## config.mk

```make
export PLATFORM = sky130hd
export DESIGN_NAME = pip_skid_em
export DESIGN_NICKNAME = d
export VERILOG_FILES = /design/src/rtl/pip_pkg.sv /design/src/rtl/pip_skid_ctrl.sv /design/src/rtl/pip_skid_em.sv
export SDC_FILE = /design/constraint.sdc
export NUM_CORES = 1
export LEC_CHECK = 0
export ABC_AREA = 1
export BUFFER_PORTS_ARGS = -buffer_cell sky130_fd_sc_hd__buf_4
export CELL_PAD_IN_SITES_DETAIL_PLACEMENT = 1
export CELL_PAD_IN_SITES_GLOBAL_PLACEMENT = 1
export CORE_ASPECT_RATIO = 0.7
export CORE_UTILIZATION = 40
export CTS_BUF_LIST = sky130_fd_sc_hd__clkbuf_2 sky130_fd_sc_hd__clkbuf_4 sky130_fd_sc_hd__clkbuf_8
export DETAILED_ROUTE_END_ITERATION = 12
export PLACE_DENSITY = 0.84
export SLEW_MARGIN = 10
export SYNTH_ARGS = -nofsm -noshare
export SYNTH_HDL_FRONTEND = slang
export SYNTH_HIERARCHICAL = 1
export SYNTH_SLANG_ARGS = --single-unit
```

## constraint.sdc

```tcl
create_clock -name clk_i -period 1.58 [get_ports clk_i]
set_input_delay 0.237 -clock clk_i [delete_from_list [all_inputs] [get_ports clk_i]]
set_output_delay 0.237 -clock clk_i [all_outputs]
set_load 0.02 [all_outputs]
```

## src/rtl/pip_pkg.sv

```systemverilog
// pip_pkg: shared definitions for the execute-to-memory pipeline slice.
//   - PIP_* width constants: default field widths of the EX/MEM payload
//   - skid_state_e: occupancy state of the elastic EX/MEM register
//   - exmem_t: the EX/MEM payload carried through the register
//   - state_occ(): maps a state to its entry count (0..2)
package pip_pkg;

  localparam int PIP_PC_WIDTH         = 32;
  localparam int PIP_DATA_WIDTH       = 32;
  localparam int PIP_REG_ADDR_WIDTH   = 5;
  localparam int PIP_RESULT_SRC_WIDTH = 2;

  // Encoding doubles as the entry count; 2'd3 is unreachable.
  typedef enum logic [1:0] {
    ST_EMPTY = 2'd0,
    ST_ONE   = 2'd1,
    ST_TWO   = 2'd2
  } skid_state_e;

  typedef struct packed {
    logic                            reg_write;
    logic [PIP_RESULT_SRC_WIDTH-1:0] result_src;
    logic                            mem_write;
    logic [PIP_DATA_WIDTH-1:0]       alu_result;
    logic [PIP_DATA_WIDTH-1:0]       write_data;
    logic [PIP_REG_ADDR_WIDTH-1:0]   rd;
    logic [PIP_PC_WIDTH-1:0]         pc_plus4;
  } exmem_t;

  function automatic logic [1:0] state_occ(skid_state_e s);
    logic [1:0] occ;
    occ = 2'd0;
    case (s)
      ST_ONE:  occ = 2'd1;
      ST_TWO:  occ = 2'd2;
      default: occ = 2'd0;
    endcase
    return occ;
  endfunction

endpackage

```

## src/rtl/pip_skid_ctrl.sv

```systemverilog
// pip_skid_ctrl: occupancy state machine of the 2-entry EX/MEM skid register.
//   clk_i, rst_ni     clock, asynchronous active-low reset
//   flush_i           squash everything this cycle (highest priority)
//   valid_i           upstream offers an entry
//   ready_o           upstream may hand over an entry (registered state only)
//   valid_o           main entry valid
//   ready_i           downstream consumes the main entry
//   load_main_o       main payload register loads this cycle
//   main_from_skid_o  main loads from skid (else from the input)
//   load_skid_o       skid payload register loads from the input
//   state_o           current state (debug visibility)
//
// Handshake: a transfer happens on a rising edge where valid and ready are
// both high; valid must not depend on ready, and ready_o never depends on
// ready_i combinationally. A flush cancels any transfer of that cycle.
module pip_skid_ctrl
  import pip_pkg::*;
(
  input  logic        clk_i,
  input  logic        rst_ni,
  input  logic        flush_i,
  input  logic        valid_i,
  output logic        ready_o,
  output logic        valid_o,
  input  logic        ready_i,
  output logic        load_main_o,
  output logic        main_from_skid_o,
  output logic        load_skid_o,
  output skid_state_e state_o
);

  skid_state_e state_q, state_d;
  logic        in_fire, out_fire;

  assign ready_o  = (state_q != ST_TWO);
  assign valid_o  = (state_q != ST_EMPTY);
  assign in_fire  = valid_i & ready_o;
  assign out_fire = valid_o & ready_i;
  assign state_o  = state_q;

  always_ff @(posedge clk_i or negedge rst_ni) begin
    if (!rst_ni) state_q <= ST_EMPTY;
    else         state_q <= state_d;
  end

  always_comb begin
    state_d          = state_q;
    load_main_o      = 1'b0;
    main_from_skid_o = 1'b0;
    load_skid_o      = 1'b0;
    if (flush_i) begin
      // Payload registers keep stale data; valid bits drop to zero.
      state_d = ST_EMPTY;
    end else begin
      case (state_q)
        ST_EMPTY: begin
          if (in_fire) begin
            state_d     = ST_ONE;
            load_main_o = 1'b1;
          end
        end
        ST_ONE: begin
          if (in_fire && out_fire) begin
            load_main_o = 1'b1;
          end else if (in_fire) begin
            state_d     = ST_TWO;
            load_skid_o = 1'b1;
          end else if (out_fire) begin
            state_d = ST_EMPTY;
          end
        end
        ST_TWO: begin
          if (out_fire) begin
            state_d          = ST_ONE;
            load_main_o      = 1'b1;
            main_from_skid_o = 1'b1;
          end
        end
        default: state_d = ST_EMPTY;
      endcase
    end
  end

endmodule

```

## src/rtl/pip_skid_em.sv

```systemverilog
// pip_skid_em: elastic EX/MEM pipeline register with a 2-entry skid buffer.
//   Execute side : ValidE_i / ReadyE_o handshake plus the E payload fields.
//   Memory side  : ValidM_o / ReadyM_i handshake plus the M payload fields
//                  (main entry), OccM_o = entries held (0..2).
//   flush_i      : synchronous squash of held and incoming entries.
//   clk_i, rst_ni: clock, asynchronous active-low reset.
// The width parameters must equal the pip_pkg PIP_* constants, since the
// stored payload uses the package struct.
module pip_skid_em
  import pip_pkg::*;
#(
  parameter int PC_WIDTH               = PIP_PC_WIDTH,
  parameter int DATA_WIDTH             = PIP_DATA_WIDTH,
  parameter int REGISTER_ADDRESS_WIDTH = PIP_REG_ADDR_WIDTH,
  parameter int RESULT_SRC_WIDTH       = PIP_RESULT_SRC_WIDTH
) (
  input  logic                              clk_i,
  input  logic                              rst_ni,
  input  logic                              flush_i,
  input  logic                              ValidE_i,
  output logic                              ReadyE_o,
  input  logic                              RegWriteE_i,
  input  logic [RESULT_SRC_WIDTH-1:0]       ResultSrcE_i,
  input  logic                              MemWriteE_i,
  input  logic [DATA_WIDTH-1:0]             ALUResultE_i,
  input  logic [DATA_WIDTH-1:0]             WriteDataE_i,
  input  logic [REGISTER_ADDRESS_WIDTH-1:0] RdE_i,
  input  logic [PC_WIDTH-1:0]               PCPlus4E_i,
  output logic                              ValidM_o,
  input  logic                              ReadyM_i,
  output logic                              RegWriteM_o,
  output logic [RESULT_SRC_WIDTH-1:0]       ResultSrcM_o,
  output logic                              MemWriteM_o,
  output logic [DATA_WIDTH-1:0]             ALUResultM_o,
  output logic [DATA_WIDTH-1:0]             WriteDataM_o,
  output logic [REGISTER_ADDRESS_WIDTH-1:0] RdM_o,
  output logic [PC_WIDTH-1:0]               PCPlus4M_o,
  output logic [1:0]                        OccM_o
);

  exmem_t      in_pl, main_q, skid_q;
  logic        load_main, main_from_skid, load_skid;
  skid_state_e ctrl_state;

  assign in_pl.reg_write  = RegWriteE_i;
  assign in_pl.result_src = ResultSrcE_i;
  assign in_pl.mem_write  = MemWriteE_i;
  assign in_pl.alu_result = ALUResultE_i;
  assign in_pl.write_data = WriteDataE_i;
  assign in_pl.rd         = RdE_i;
  assign in_pl.pc_plus4   = PCPlus4E_i;

  pip_skid_ctrl u_ctrl (
    .clk_i            (clk_i),
    .rst_ni           (rst_ni),
    .flush_i          (flush_i),
    .valid_i          (ValidE_i),
    .ready_o          (ReadyE_o),
    .valid_o          (ValidM_o),
    .ready_i          (ReadyM_i),
    .load_main_o      (load_main),
    .main_from_skid_o (main_from_skid),
    .load_skid_o      (load_skid),
    .state_o          (ctrl_state)
  );

  always_ff @(posedge clk_i or negedge rst_ni) begin
    if (!rst_ni) begin
      main_q <= '0;
      skid_q <= '0;
    end else begin
      if (load_main) main_q <= main_from_skid ? skid_q : in_pl;
      if (load_skid) skid_q <= in_pl;
    end
  end

  assign OccM_o = state_occ(ctrl_state);

  // Only the side-effecting enables are qualified; the rest of the payload
  // shows the last stored main entry while invalid.
  assign RegWriteM_o  = main_q.reg_write & ValidM_o;
  assign MemWriteM_o  = main_q.mem_write & ValidM_o;
  assign ResultSrcM_o = main_q.result_src;
  assign ALUResultM_o = main_q.alu_result;
  assign WriteDataM_o = main_q.write_data;
  assign RdM_o        = main_q.rd;
  assign PCPlus4M_o   = main_q.pc_plus4;

endmodule

```

=== After elaboration in Yosys (flattened, before gate mapping) ===
Cells that the tools add are included.

* Bits in registers: 212
* Bits in latches: 0
* Bits in writable memories: 0
* ROM bits: 0
* Bits of input ports: 110
* Output and inout bits: 109
* Logic and storage cells: 49
* Memories kept: 0

* Add/sub/neg operators: 0
* Multiply operators: 0
* Div/mod/pow operators: 0
* Order comparisons: 0
* Equal/unequal tests: 7
* Shift operators: 0
* Multiplexer cells: 19
* Bitwise operators: 4
* Reductions and logical operators: 4

{| class="wikitable"
|+ Operators with widths
! operator !! number
|-
| $mux W105 || 1
|-
| $mux W2 || 6
|-
| $mux W1 || 9
|-
| $ne A3 B2 Y1 const B || 2
|-
| $pmux W2 S3 || 1
|-
| $and A1 B1 Y1 || 4
|-
| $ne A4 B2 Y1 const B || 1
|-
| $pmux W2 S2 || 1
|-
| $reduce_and A4 Y1 || 1
|-
| $ne A3 B3 Y1 const B || 1
|-
| $pmux W1 S3 || 1
|-
| $eq A2 B1 Y1 const B || 1
|-
| $eq A2 B2 Y1 const B || 1
|-
| $logic_not A2 Y1 || 1
|-
| $ne A2 B2 Y1 const B || 1
|-
| $reduce_bool A2 Y1 || 1
|-
| $logic_and A1 B1 Y1 || 1
|}

=== Depth between registers and ports, before layout ===
* Word-level depth: 7
* Gate-level depth with buffers: 10
* Mapped depth without buffers: 7

=== Hierarchy ===
Netlist, hierarchy kept.

{| class="wikitable"
|+ By module, submodules not included
! module !! instances !! cells each !! area each (sq um) !! sequential area each (sq um)
|-
| pip_skid_em || 1 || 1337 || 10336.2 || 5255.0
|-
| pip_skid_ctrl || 1 || 28 || 168.9 || 50.0
|}

=== Worst setup path after synthesis ===
OpenSTA, ideal clock, no wires.

* Path type: reg-to-reg
* Start point: register u_ctrl.state_q[0] (netlist: u_ctrl/state_o[0])
* End point: register main_q, in the netlist ALUResultM_o[0]
* Setup time: 0.117 ns
* Arrival: 1.393 ns
* Required time: 1.463 ns
* Path slack: 0.069 ns
* Cell stages (with the launch flop): 10
* Buffers on the path: 3
* Clock period less this slack: 1.511 ns
* Cells stage by stage: dfrtp_1 -> inv_1 -> nand2_2 -> nor3_1 -> buf_4 -> buf_6 -> buf_2 -> nand2_1 -> nand3_1 -> nand2_1

* Word-level cells in the longest chain between the ends: 6
* Elaborated cells on any way between the ends: 16
* Classes of those cells: 3 x eq/ne; 8 x mux; 2 x bitwise; 3 x reduce/logical

{| class="wikitable"
|+ RTL lines
! element !! line !! text
|-
| from (decl) || pip_skid_ctrl.sv:32 || <nowiki>skid_state_e state_q, state_d;</nowiki>
|-
| from (signal assigned) || pip_skid_ctrl.sv:43 || <nowiki>else state_q <= state_d;</nowiki>
|-
| $ne A2 B2 Y1 * || pip_skid_ctrl.sv:35 || <nowiki>assign ready_o = (state_q != ST_TWO);</nowiki>
|-
| net ReadyE_o || pip_skid_em.sv:21 || <nowiki>output logic ReadyE_o,</nowiki>
|-
| $and A1 B1 Y1 * || pip_skid_ctrl.sv:37 || <nowiki>assign in_fire = valid_i & ready_o;</nowiki>
|-
| $logic_and A1 B1 Y1 || pip_skid_ctrl.sv:63 || <nowiki>if (in_fire && out_fire) begin</nowiki>
|-
| $mux W1 || pip_skid_ctrl.sv:63 ||
|-
| $pmux W1 S3 * || pip_skid_ctrl.sv:55 || <nowiki>case (state_q)</nowiki>
|-
| $mux W1 * || pip_skid_ctrl.sv:51 || <nowiki>if (flush_i) begin</nowiki>
|-
| to (signal assigned) || pip_skid_em.sv:72 || <nowiki>if (load_main) main_q <= main_from_skid ? skid_q : in_pl;</nowiki>
|-
| to (decl) || pip_skid_em.sv:41 || <nowiki>exmem_t in_pl, main_q, skid_q;</nowiki>
|}

Mark *: on every way through the listed nets, which the timed path passes. The rest lies on a longest branch.
A chain may end at the register's enable or synchronous reset.

=== Final worst setup path ===
* Start point: register u_ctrl.state_q[0] (netlist: u_ctrl/state_o[0])
* End point: register main_q, in the netlist WriteDataM_o[21]

* Word-level cells in the longest chain between the ends: 6
* Elaborated cells on any way between the ends: 16
* Classes of those cells: 3 x eq/ne; 8 x mux; 2 x bitwise; 3 x reduce/logical

{| class="wikitable"
|+ RTL lines
! element !! line !! text
|-
| $ne A2 B2 Y1 or $reduce_bool A2 Y1 (tied branches) || pip_skid_ctrl.sv:35, pip_skid_ctrl.sv:36 ||
|-
| $and A1 B1 Y1 (on tied branches) || pip_skid_ctrl.sv:37, pip_skid_ctrl.sv:38 ||
|-
| $logic_and A1 B1 Y1 || pip_skid_ctrl.sv:63 ||
|-
| $mux W1 || pip_skid_ctrl.sv:63 ||
|-
| $pmux W1 S3 * || pip_skid_ctrl.sv:55 ||
|-
| $mux W1 * || pip_skid_ctrl.sv:51 ||
|-
| net load_main || pip_skid_em.sv:42 || <nowiki>logic load_main, main_from_skid, load_skid;</nowiki>
|}

Marked as above.

==> impl_metrics.env <==
export IMPL_outcome="complete, but fails checks"
export IMPL_violations="setup timing"
export IMPL_critical_path_max_stage_delay_ps=450
export IMPL_finalSetupViolCount=204
export IMPL_ys_types=17
export IMPL_synth_area_um2=10500
export IMPL_insertion_delay_ps=530
export IMPL_ios=219
export IMPL_drtIter0Drc=557
export IMPL_rows=49
export IMPL_maxCapViolations=0
export IMPL_crit_family="buffers and inverters"
export IMPL_rsz0062_at_grt="yes"
export IMPL_crit_arrival_ps=2210
export IMPL_ys_seq_elements=212
export IMPL_grt_first_pass_wirelength_um=57600
export IMPL_slew_violations=0
export IMPL_post_route_period_util_pct=115
export IMPL_syn_nets=1475
export IMPL_cpMaxStageDelayCell="dfrtp_2"
export IMPL_cts_buffers_inserted=36
export IMPL_track_usage_pct=27.6
export IMPL_dieWidth_um=196
export IMPL_busiest_layer="met2"
export IMPL_tightest_slew_ps=465
export IMPL_final_util_pct=61.2
export IMPL_startpoint_type="flip-flop"
export IMPL_final_common_cell="nand2_1"
export IMPL_ys_seq_area_share_pct=50.5
export IMPL_vias=10288
export IMPL_initial_core_util_pct=40.8
export IMPL_antenna_found_initial=0
export IMPL_cts_path_max_buffers=3
export IMPL_use_met1_pct=33.5
export IMPL_grt_pass1_vias=10647
export IMPL_die_area_um2=26900
export IMPL_die_height_um=138
export IMPL_port_buffers=218
export IMPL_tritoncts="yes"
export IMPL_use_met2_pct=50.4
export IMPL_synth_warnings=6
export IMPL_dr_pass1_iters=5
export IMPL_htreeDepth=2
export IMPL_hold_start="ValidE_i"
export IMPL_viasPerCell=5.09
export IMPL_finalWeightedCongestion=0.777
export IMPL_setup_tns_ps=-33090
export IMPL_p_per_area_nw_per_um2=1290
export IMPL_drc=0
export IMPL_syn_area_per_cell_um2=7.70
export IMPL_syn_inst=1365
export IMPL_core_um2=25700
export IMPL_gr_usage_met3_pct=4.87
export IMPL_setup_slack_ps=-230
export IMPL_fmax_ghz=0.552
export IMPL_path_clk_slew_ps=80
export IMPL_worstPathRequired_ps=1980
export IMPL_cts_root_buf="clkbuf_8"
export IMPL_slew_headroom_pct=69.0
export IMPL_cp_num_buf_inv=7
export IMPL_p_leak_nw=8.24
export IMPL_drive_above_1_share_pct=31.2
export IMPL_ir_worst_vdd_mv=0.640
export IMPL_syn_to_final_growth_pct=50.0
export IMPL_end_kind="flip-flop"
export IMPL_hold_violations=0
export IMPL_hp_class="input port to flip-flop"
export IMPL_crit_start="u_ctrl/state_o[0]"
export IMPL_totalWireLength_um=43400
export IMPL_drtAntennaViolNets=0
export IMPL_final_nets=1779
export IMPL_period_needed_ps=1810
export IMPL_regToRegStartpoint="u_ctrl/state_o[0]"
export IMPL_layout_common_cells="nand2_1 (469), buf_4 (235), inv_1 (212), dfrtp_1 (210), dlygate4sd3_1 (108)"
export IMPL_wl_per_cell_um=21.5
export IMPL_grt_overflow=0
export IMPL_path_cells="inv_2 > nand2_2 > buf_6 > buf_6 > a21oi_4 > buf_12 > buf_8 > inv_12 > buf_16 > nand2_1 > nand2_1"
export IMPL_skew_ps=24.1
export IMPL_hold_ws_ps=203
export IMPL_critPathKind="flip-flop to flip-flop"
export IMPL_dp_hpwl_um=20600
export IMPL_path_max_fanout=6
export IMPL_numClockSinks=212
export IMPL_grt_max_degree=49
-- metrics by stage --
| stage | power, mW | setup WS, ps | area [um2] | cells |
|---|---|---|---|---|
| 5_1_grt | 21.4 | -307 | 15800 | 2022 |
| 6_report | 20.4 | -230 | 15800 | 2023 |
| 3_3_place_gp | 13.0 | 66.3 | 12000 | 1784 |
| 2_1_floorplan | 11.8 | 69.2 | 10500 | 1365 |
| 4_1_cts | 19.3 | -149 | 14400 | 1981 |
| 3_5_place_dp | 13.4 | -57.6 | 12000 | 1784 |
-- cell usage after synthesis --
| cell type | instances | share of area (%) |
|---|---|---|
| nand2_1 | 533 | 19 |
| inv_1 | 219 | 7.8 |
| dfrtp_1 | 212 | 51 |
| buf_4 | 108 | 7.7 |
| nand3_1 | 108 | 5.1 |
| o21ai_0 | 107 | 5.1 |
| buf_2 | 36 | 1.7 |
| buf_6 | 18 | 1.9 |
| clkbuf_1 | 10 | 0.36 |
| nor2_1 | 6 | 0.21 |
| nand4_1 | 2 | 0.12 |
| a21oi_1 | 1 | 0.048 |
| a21oi_2 | 1 | 0.083 |
| inv_2 | 1 | 0.036 |
| inv_4 | 1 | 0.060 |
| nand2_2 | 1 | 0.060 |
| nor3_1 | 1 | 0.048 |
-- flip-flops by register name, indices dropped and copies added, names as in the netlist --
signal          flops
RdM_o               5
skid_q            105
ResultSrcM_o        2
main_q              2
ALUResultM_o       32
WriteDataM_o       32
u_ctrl/state_o      2
PCPlus4M_o         32
-- cell families (layout without fill, tap and decap cells) --
group                  after synthesis  in the layout  synth area share [%]
flip-flops                         212            212                  50.5
AND/OR/NAND/NOR                    651            651                  24.6
buffers and inverters              393            719                  19.6
AO/OA/AOI/OAI                      109            109                  5.23
other                                0              1                     0
-- layer usage --
metal	vias up	share of wire [%]	wire (um)
met1	5211	40	17500
met3	104	5.0	2170
li1	4607	-	-
met2	366	52	22500
met5	-	0	0
met4	0	2.9	1270
-- power by group --
part,total (mW),internal [mW],switching (mW)
combinational,6.77,2.84,3.94
clock,5.22,2.80,2.43
sequential,8.38,7.35,1.03
total,20.4,13.0,7.39
-- worst paths after layout --
path / endpoint / slack (ps) / cells past startpoint
max: WriteDataM_o[21] / -230 / 11
min: u_ctrl/state_o[0] / 200 / 5
max reg2reg: WriteDataM_o[21] / -230 / 11
min reg2reg: ALUResultM_o[30] / 490 / 2
max in group asynchronous: WriteDataM_o[9] / 690 / 3
min in group asynchronous: skid_q[93] / 220 / 2
-- layout make-up --
cell class | instances | area (um2)
Antenna cell | 1 | 2.50
Multi-Input combinational cell | 760 | 3700
Clock inverter | 9 | 75.1
Tap cell | 331 | 414
Sequential cell | 212 | 5310
Timing Repair inverter | 2 | 25.0
Clock buffer | 51 | 646
Inverter | 221 | 853
Timing Repair Buffer | 436 | 4730
Fill cell | 2928 | 10000
-- worst register-to-register path: cells and delay by family (launching register included) --
| family | cells | cell delay (ps) |
|---|---|---|
| AO/OA/AOI/OAI | 1 | 220 |
| AND/OR/NAND/NOR | 3 | 190 |
| flip-flops | 1 | 450 |
| buffers and inverters | 7 | 820 |
-- what timing repair did --
action | CTS | global route
pin swaps | 8 | 70
cloned | 13 | 35
hold buffers | 108 | 0
setup endpoints to repair | 124 | 216
gates resized for setup | 105 | 176
endpoints found under the hold margin | 176 | 0
buffers inserted | 16 | 9
Note: power is estimated with default switching activity, not from simulation.
